<file path="src/rtl/mux2x1_sel_arbiter.sv">
// Round-robin arbiter that owns the select of a downstream 2x1 mux.
// Two requesters compete for the shared output; the winner gets a
// registered grant, the mux select follows the owner, and a hold limit
// forces a handover when the other side has been waiting too long.
// Ownership passes directly between requesters without an idle cycle.
module mux2x1_sel_arbiter #(
    parameter int MAX_HOLD = 8,
    parameter int CW       = 4
) (
    input  logic          clk,
    input  logic          rst,
    input  logic          req0,
    input  logic          req1,
    input  logic          done0,
    input  logic          done1,
    output logic          s,
    output logic          gnt0,
    output logic          gnt1,
    output logic          busy,
    output logic [CW-1:0] hold_cnt
);

    typedef enum logic [1:0] {
        IDLE = 2'd0,
        G0   = 2'd1,
        G1   = 2'd2
    } state_t;

    localparam logic [CW-1:0] HOLD_LIMIT = CW'(MAX_HOLD - 1);

    state_t state;
    logic   last;   // requester served most recently; the other one wins a tie
    logic   go0;    // enter G0 at the next edge
    logic   go1;    // enter G1 at the next edge
    logic   keep;   // current owner keeps the grant

    // Hold counter advances by one and sticks at the limit.
    function automatic logic [CW-1:0] sat_inc(input logic [CW-1:0] cnt);
        if (cnt == HOLD_LIMIT) begin
            return cnt;
        end
        return cnt + 1'b1;
    endfunction

    // Decide the next owner from the current state, requests and releases.
    always_comb begin
        go0  = 1'b0;
        go1  = 1'b0;
        keep = 1'b0;
        case (state)
            IDLE: begin
                go0 = req0 && (!req1 || last);
                go1 = req1 && !(req0 && (!req1 || last));
            end
            G0: begin
                // A release wins over a simultaneous preempt; both hand over
                // to the other side when it is requesting.
                if (done0 || !req0) begin
                    go1 = req1;
                end else if ((hold_cnt == HOLD_LIMIT) && req1) begin
                    go1 = 1'b1;
                end else begin
                    keep = 1'b1;
                end
            end
            G1: begin
                if (done1 || !req1) begin
                    go0 = req0;
                end else if ((hold_cnt == HOLD_LIMIT) && req0) begin
                    go0 = 1'b1;
                end else begin
                    keep = 1'b1;
                end
            end
            default: begin
                go0  = 1'b0;
                go1  = 1'b0;
                keep = 1'b0;
            end
        endcase
    end

    // Register the owner, grants, select, hold count and round-robin pointer.
    always_ff @(posedge clk) begin
        if (rst) begin
            state    <= IDLE;
            gnt0     <= 1'b0;
            gnt1     <= 1'b0;
            s        <= 1'b0;
            busy     <= 1'b0;
            hold_cnt <= '0;
            last     <= 1'b1;
        end else if (go0) begin
            state    <= G0;
            gnt0     <= 1'b1;
            gnt1     <= 1'b0;
            s        <= 1'b0;
            busy     <= 1'b1;
            hold_cnt <= '0;
            last     <= 1'b0;
        end else if (go1) begin
            state    <= G1;
            gnt0     <= 1'b0;
            gnt1     <= 1'b1;
            s        <= 1'b1;
            busy     <= 1'b1;
            hold_cnt <= '0;
            last     <= 1'b1;
        end else if (keep) begin
            hold_cnt <= sat_inc(hold_cnt);
        end else begin
            // Nobody owns the output; the select keeps its last value.
            state    <= IDLE;
            gnt0     <= 1'b0;
            gnt1     <= 1'b0;
            busy     <= 1'b0;
            hold_cnt <= '0;
        end
    end

endmodule

</file>
<file path="config.mk">
export PLATFORM = sky130hd
export DESIGN_NAME = mux2x1_sel_arbiter
export DESIGN_NICKNAME = d
export VERILOG_FILES = /design/src/rtl/mux2x1_sel_arbiter.sv
export SDC_FILE = /design/constraint.sdc
export NUM_CORES = 1
export LEC_CHECK = 0
export CAP_MARGIN = 20
export CELL_PAD_IN_SITES_DETAIL_PLACEMENT = 1
export CELL_PAD_IN_SITES_GLOBAL_PLACEMENT = 1
export CORE_AREA = 8 8 49 51
export DETAILED_ROUTE_END_ITERATION = 8
export DIE_AREA = 0 0 57 59
export MAX_ROUTING_LAYER = met4
export PLACE_DENSITY_LB_ADDON = 0.1
export SETUP_SLACK_MARGIN = 0.15
export SYNTH_ARGS = -nofsm -noshare
export SYNTH_HDL_FRONTEND = slang
export SYNTH_SLANG_ARGS = --single-unit
</file>
<file path="constraint.sdc">
create_clock -name clk -period 2.1 [get_ports clk]
set_input_delay 0.315 -clock clk [delete_from_list [all_inputs] [get_ports clk]]
set_output_delay 0.315 -clock clk [all_outputs]
set_load 0.05 [all_outputs]
</file>
Yosys cells after proc, flatten, opt, wreduce, memory -nomap -nowiden
Index checks and enable logic that the tools add are counted.
{"block": "word_totals", "wordCells": 57, "reg_bits": 11, "in_bits": 6}
{"block": "classes", "bitwise_logic": 1, "reduce_logical": 14, "mux": 27, "eq_ne": 6, "add_sub_neg": 1}
{"cell": "$mux W1", "n": 21}
{"cell": "$pmux W1 S2", "n": 3}
{"cell": "$add A4 B1 Y4 const B", "n": 1}
{"cell": "$eq A4 B3 Y1 const B", "n": 1}
{"cell": "$logic_and A1 B1 Y1", "n": 4}
{"cell": "$mux W2", "n": 2}
{"cell": "$mux W4", "n": 1}
{"cell": "$reduce_or A4 Y1", "n": 1}
{"cell": "$logic_not A1 Y1", "n": 3}
{"cell": "$logic_or A1 B1 Y1", "n": 3}
{"cell": "$ne A3 B1 Y1 const B", "n": 1}
{"cell": "$eq A2 B1 Y1 const B", "n": 1}
{"cell": "$eq A2 B2 Y1 const B", "n": 1}
{"cell": "$logic_not A2 Y1", "n": 1}
{"cell": "$ne A2 B1 Y1 const B", "n": 1}
{"cell": "$ne A2 B2 Y1 const B", "n": 1}
{"cell": "$reduce_bool A2 Y1", "n": 1}
{"cell": "$reduce_or A2 Y1", "n": 1}
{"cell": "$not A1 Y1", "n": 1}

Longest topological paths before layout
{"block": "depth", "word_depth": 10, "depth_mapped": 6}

Least setup slack after synthesis
Ideal clock, no wire load.
{"block": "synth_path", "kind": "register -> register", "start": "register state[0]", "end": "register busy", "arrival_time_ns": 1.732, "path_slack_ns": 0.242, "stages_incl_launch_ff": 7, "required_time_ns": 1.974, "synth_period_minus_slack_ns": 1.858, "setup_ns": 0.126, "path_cell_list": "dfxtp_1 > inv_1 > ha_1 > o21bai_1 > a41oi_2 > a311oi_1 > nor2_1"}
{"block": "synth_between", "elab_chain_len": 4, "word_cells_on_any_way": 9}
{"item": "from (decl)", "line": "31", "rtl": "state_t state;"}
{"item": "from (signal assigned)", "line": "86", "rtl": "state <= IDLE;"}
{"item": "from (signal assigned)", "line": "94", "rtl": "state <= G0;"}
{"item": "from (signal assigned)", "line": "102", "rtl": "state <= G1;"}
{"item": "$eq A2 B1 Y1 / $logic_not A2 Y1 (equally long branches)", "line": "50", "rtl": "case (state)"}
{"item": "$pmux W1 S2", "line": "50"}
{"item": "$mux W1", "line": "101", "rtl": "end else if (go1) begin"}
{"item": "$mux W1", "line": "93", "rtl": "end else if (go0) begin"}
{"item": "to (signal assigned)", "line": "90", "rtl": "busy <= 1'b0;"}
{"item": "to (signal assigned)", "line": "98", "rtl": "busy <= 1'b1;"}
{"item": "to (signal assigned)", "line": "106", "rtl": "busy <= 1'b1;"}
{"item": "to (decl)", "line": "19", "rtl": "output logic busy,"}
Several ways; a longest one is shown, not always the timed one.
A chain may end at the register's enable or synchronous reset.

Worst setup path after layout
{"block": "layout_path", "start": "register hold_cnt[0]", "end": "output port hold_cnt[0]"}
{"item": "from (decl)", "line": "20", "rtl": "output logic [CW-1:0] hold_cnt"}
{"item": "from (signal assigned)", "line": "110", "rtl": "hold_cnt <= sat_inc(hold_cnt);"}
No word-level cell between the ends.

==> results_dict.tcl <==
set metrics [dict create \
    status "completed" \
    synth_area_per_cell_um2 9.87 \
    synth_seq_cells 9 \
    routed_wl_um 1410 \
    track_usage_pct 9.33 \
    post-dp-hpwl_um 1080 \
    gp_congestion 0.706 \
    setup_tns_ps 0 \
    die_y_um 59 \
    busiest_layer "met2" \
    cts.path.max_buffers 2 \
    ios 14 \
    cp_num_buf_inv 1 \
    slew_headroom_pct 66.0 \
    synth_cell_type_count 27 \
    final_net_count 83 \
    min_path_type "reg2reg" \
    htreeDepth 1 \
    use_met2_pct 14.4 \
    ys.flop_type "dfxtp_1" \
    synth_fp_nets 65 \
    grt_use_met1_pct 11.0 \
    grt_pass1_wl_um 2530 \
    p_leak_nw 0.320 \
    fin_total_pwr_mw 0.434 \
    async_flop_share_pct 0 \
    num_rows 15 \
    tritoncts.num_buffers 3 \
    worst_pin_slew_ps 509 \
    max_freq_mhz 559 \
    final_common_cell "clkdlybuf4s50_1" \
    path_cells "clkdlybuf4s50_1" \
    area_growth_pct 35.5 \
    crit_fanout 4 \
    core_area_um2 1650 \
    max_stage_delay_ps 830 \
    end_kind "output port" \
    path_clk_slew_ps 60 \
    drt_iter0_drc 2 \
    clock_tree.root_cell "clkbuf_4" \
    finalSetupViolCount 0 \
    cts_num_sinks 9 \
    antenna_found_initial 0 \
    vias 504 \
    viasPerCell 5.66 \
    portBuffers 13 \
    grt_max_degree 11 \
    clock_latency_ps 250 \
    grt_pass1_vias 552 \
    clock_skew_ps 1.63 \
    final_layout_size_suffix_gt1_share_pct 13.9 \
    die_area_um2 3360 \
    cpMaxStageDelayCell "clkdlybuf4s50_1" \
    postCtsSetupBuffers 0 \
    ir_drop_v 0.000261 \
    n_antenna_cell 0 \
    gr-total-overflow 0 \
    hold_viol 0 \
    worst-setup-path-type "reg2out" \
    worstPathRequired_ps 1780 \
    use_met3_pct 1.93 \
    final_cell_mix "11 x clkdlybuf4s50_1, 9 x dfxtp_1, 4 x inv_1, 4 x nor4_1, 4 x ha_1" \
    synth_area_um2 543 \
    crit_arrival_ps 1470 \
    fin_crit_ps 1790 \
    maxCapViolations 0 \
    start_util_pct 32.9 \
    utilization_pct 44.5 \
    power_density_nw_per_um2 590 \
    drc 0 \
    dr.pass1.iters 4 \
    startpoint_type "register" \
    wl_per_cell_um 15.8 \
    synth_cells 55 \
    synth_warnings 0 \
    rsz0062_at_grt "no" \
    critPathTopFamily "buffers and inverters" \
    postRouteAntennaNets 0 \
    synth-seq-area-share_pct 33.2 \
    maxSlewViolCount 0 \
    cts_tree "built" \
    post-route-period-util_pct 85.1 \
    synth_edf_count 0 \
    fp.dieW_um 57 \
]
-- routing by layer --
layer  vias up  share of wire, %
met5         -                 0
met4         0               2.4
met3         4               3.9
met2        10                46
met1       240                48
li1        250                 -
-- power breakdown --
part           switching, mW  leakage, nW  internal (mW)
Combinational         0.0678        0.231         0.0472
Clock                 0.0575       0.0150         0.0730
Sequential           0.00791       0.0736          0.180
-- final cells by class --
type                    count  area [um2]
clock buffers               4        26.3
fillers                   205         916
inverters                   4        15.0
multi-input cells          41         350
flip-flops and latches      9         180
well taps                  17        21.3
repair buffers             14         143
-- sequential cells by signal, indices dropped and copies added, names as in the netlist --
name,cells
state,2
busy,1
last,1
hold_cnt,4
s,1
-- synth_stat cells, drive strengths merged (2+ instances only) --
cell type	n	area (um2)
nand3b	3	35.0
nand2	2	7.51
o21bai	2	15.0
dfxtp	9	180
nand3	2	10.0
a31oi	2	12.5
inv	4	15.0
nor2	2	7.51
o21ai	2	10.0
and4b	2	25.0
ha	4	50.1
nand4b	3	26.3
nor3	3	15.0
nand2b	2	12.5
nor4	4	25.0
-- worst paths after layout --
kind | start | end | slack, ps | cells after the start
setup / recovery | hold_cnt[0] | hold_cnt[0] | 310 | 1
hold / removal | s | s | 500 | 2
setup reg to reg | hold_cnt[0] | hold_cnt[3] | 400 | 5
hold reg to reg | s | s | 500 | 2
-- worst reg2reg max path, stage by stage, from the launching register on --
cell and delay (ps):
dfxtp_1 340, ha_1 300, and4b_4 240, o32ai_4 350, nand3b_4 130, nor4_1 240
-- per-stage QoR --
stage | setup slack [ps] | hold slack (ps) | instances | instance area (um2)
after global placement | 298 | 479 | 85 | 698
after global routing | 190 | 557 | 89 | 736
after detailed placement | 284 | 494 | 85 | 698
after floorplan | 242 | 467 | 55 | 543
after CTS | 190 | 508 | 89 | 724
final | 312 | 501 | 89 | 736
-- cell families (layout without fill, tap and decap cells) --
kind of cell / after synthesis / count (layout) / share of synthesized area, %
simple gates: 23 / 23 / 30.2
compound gates: 12 / 12 / 20.5
flops: 9 / 9 / 33.2
buf+inv: 5 / 22 / 3.45
fa+ha+maj: 4 / 4 / 9.22
xor+xnor: 1 / 1 / 1.61
mux: 1 / 1 / 1.84
-- repair_timing --
action / CTS / global route
gates resized for setup: 0 / 3
hold buffers: 0 / 0
setup endpoints to repair: 0 / 3
(Power assumes the default switching activity.)
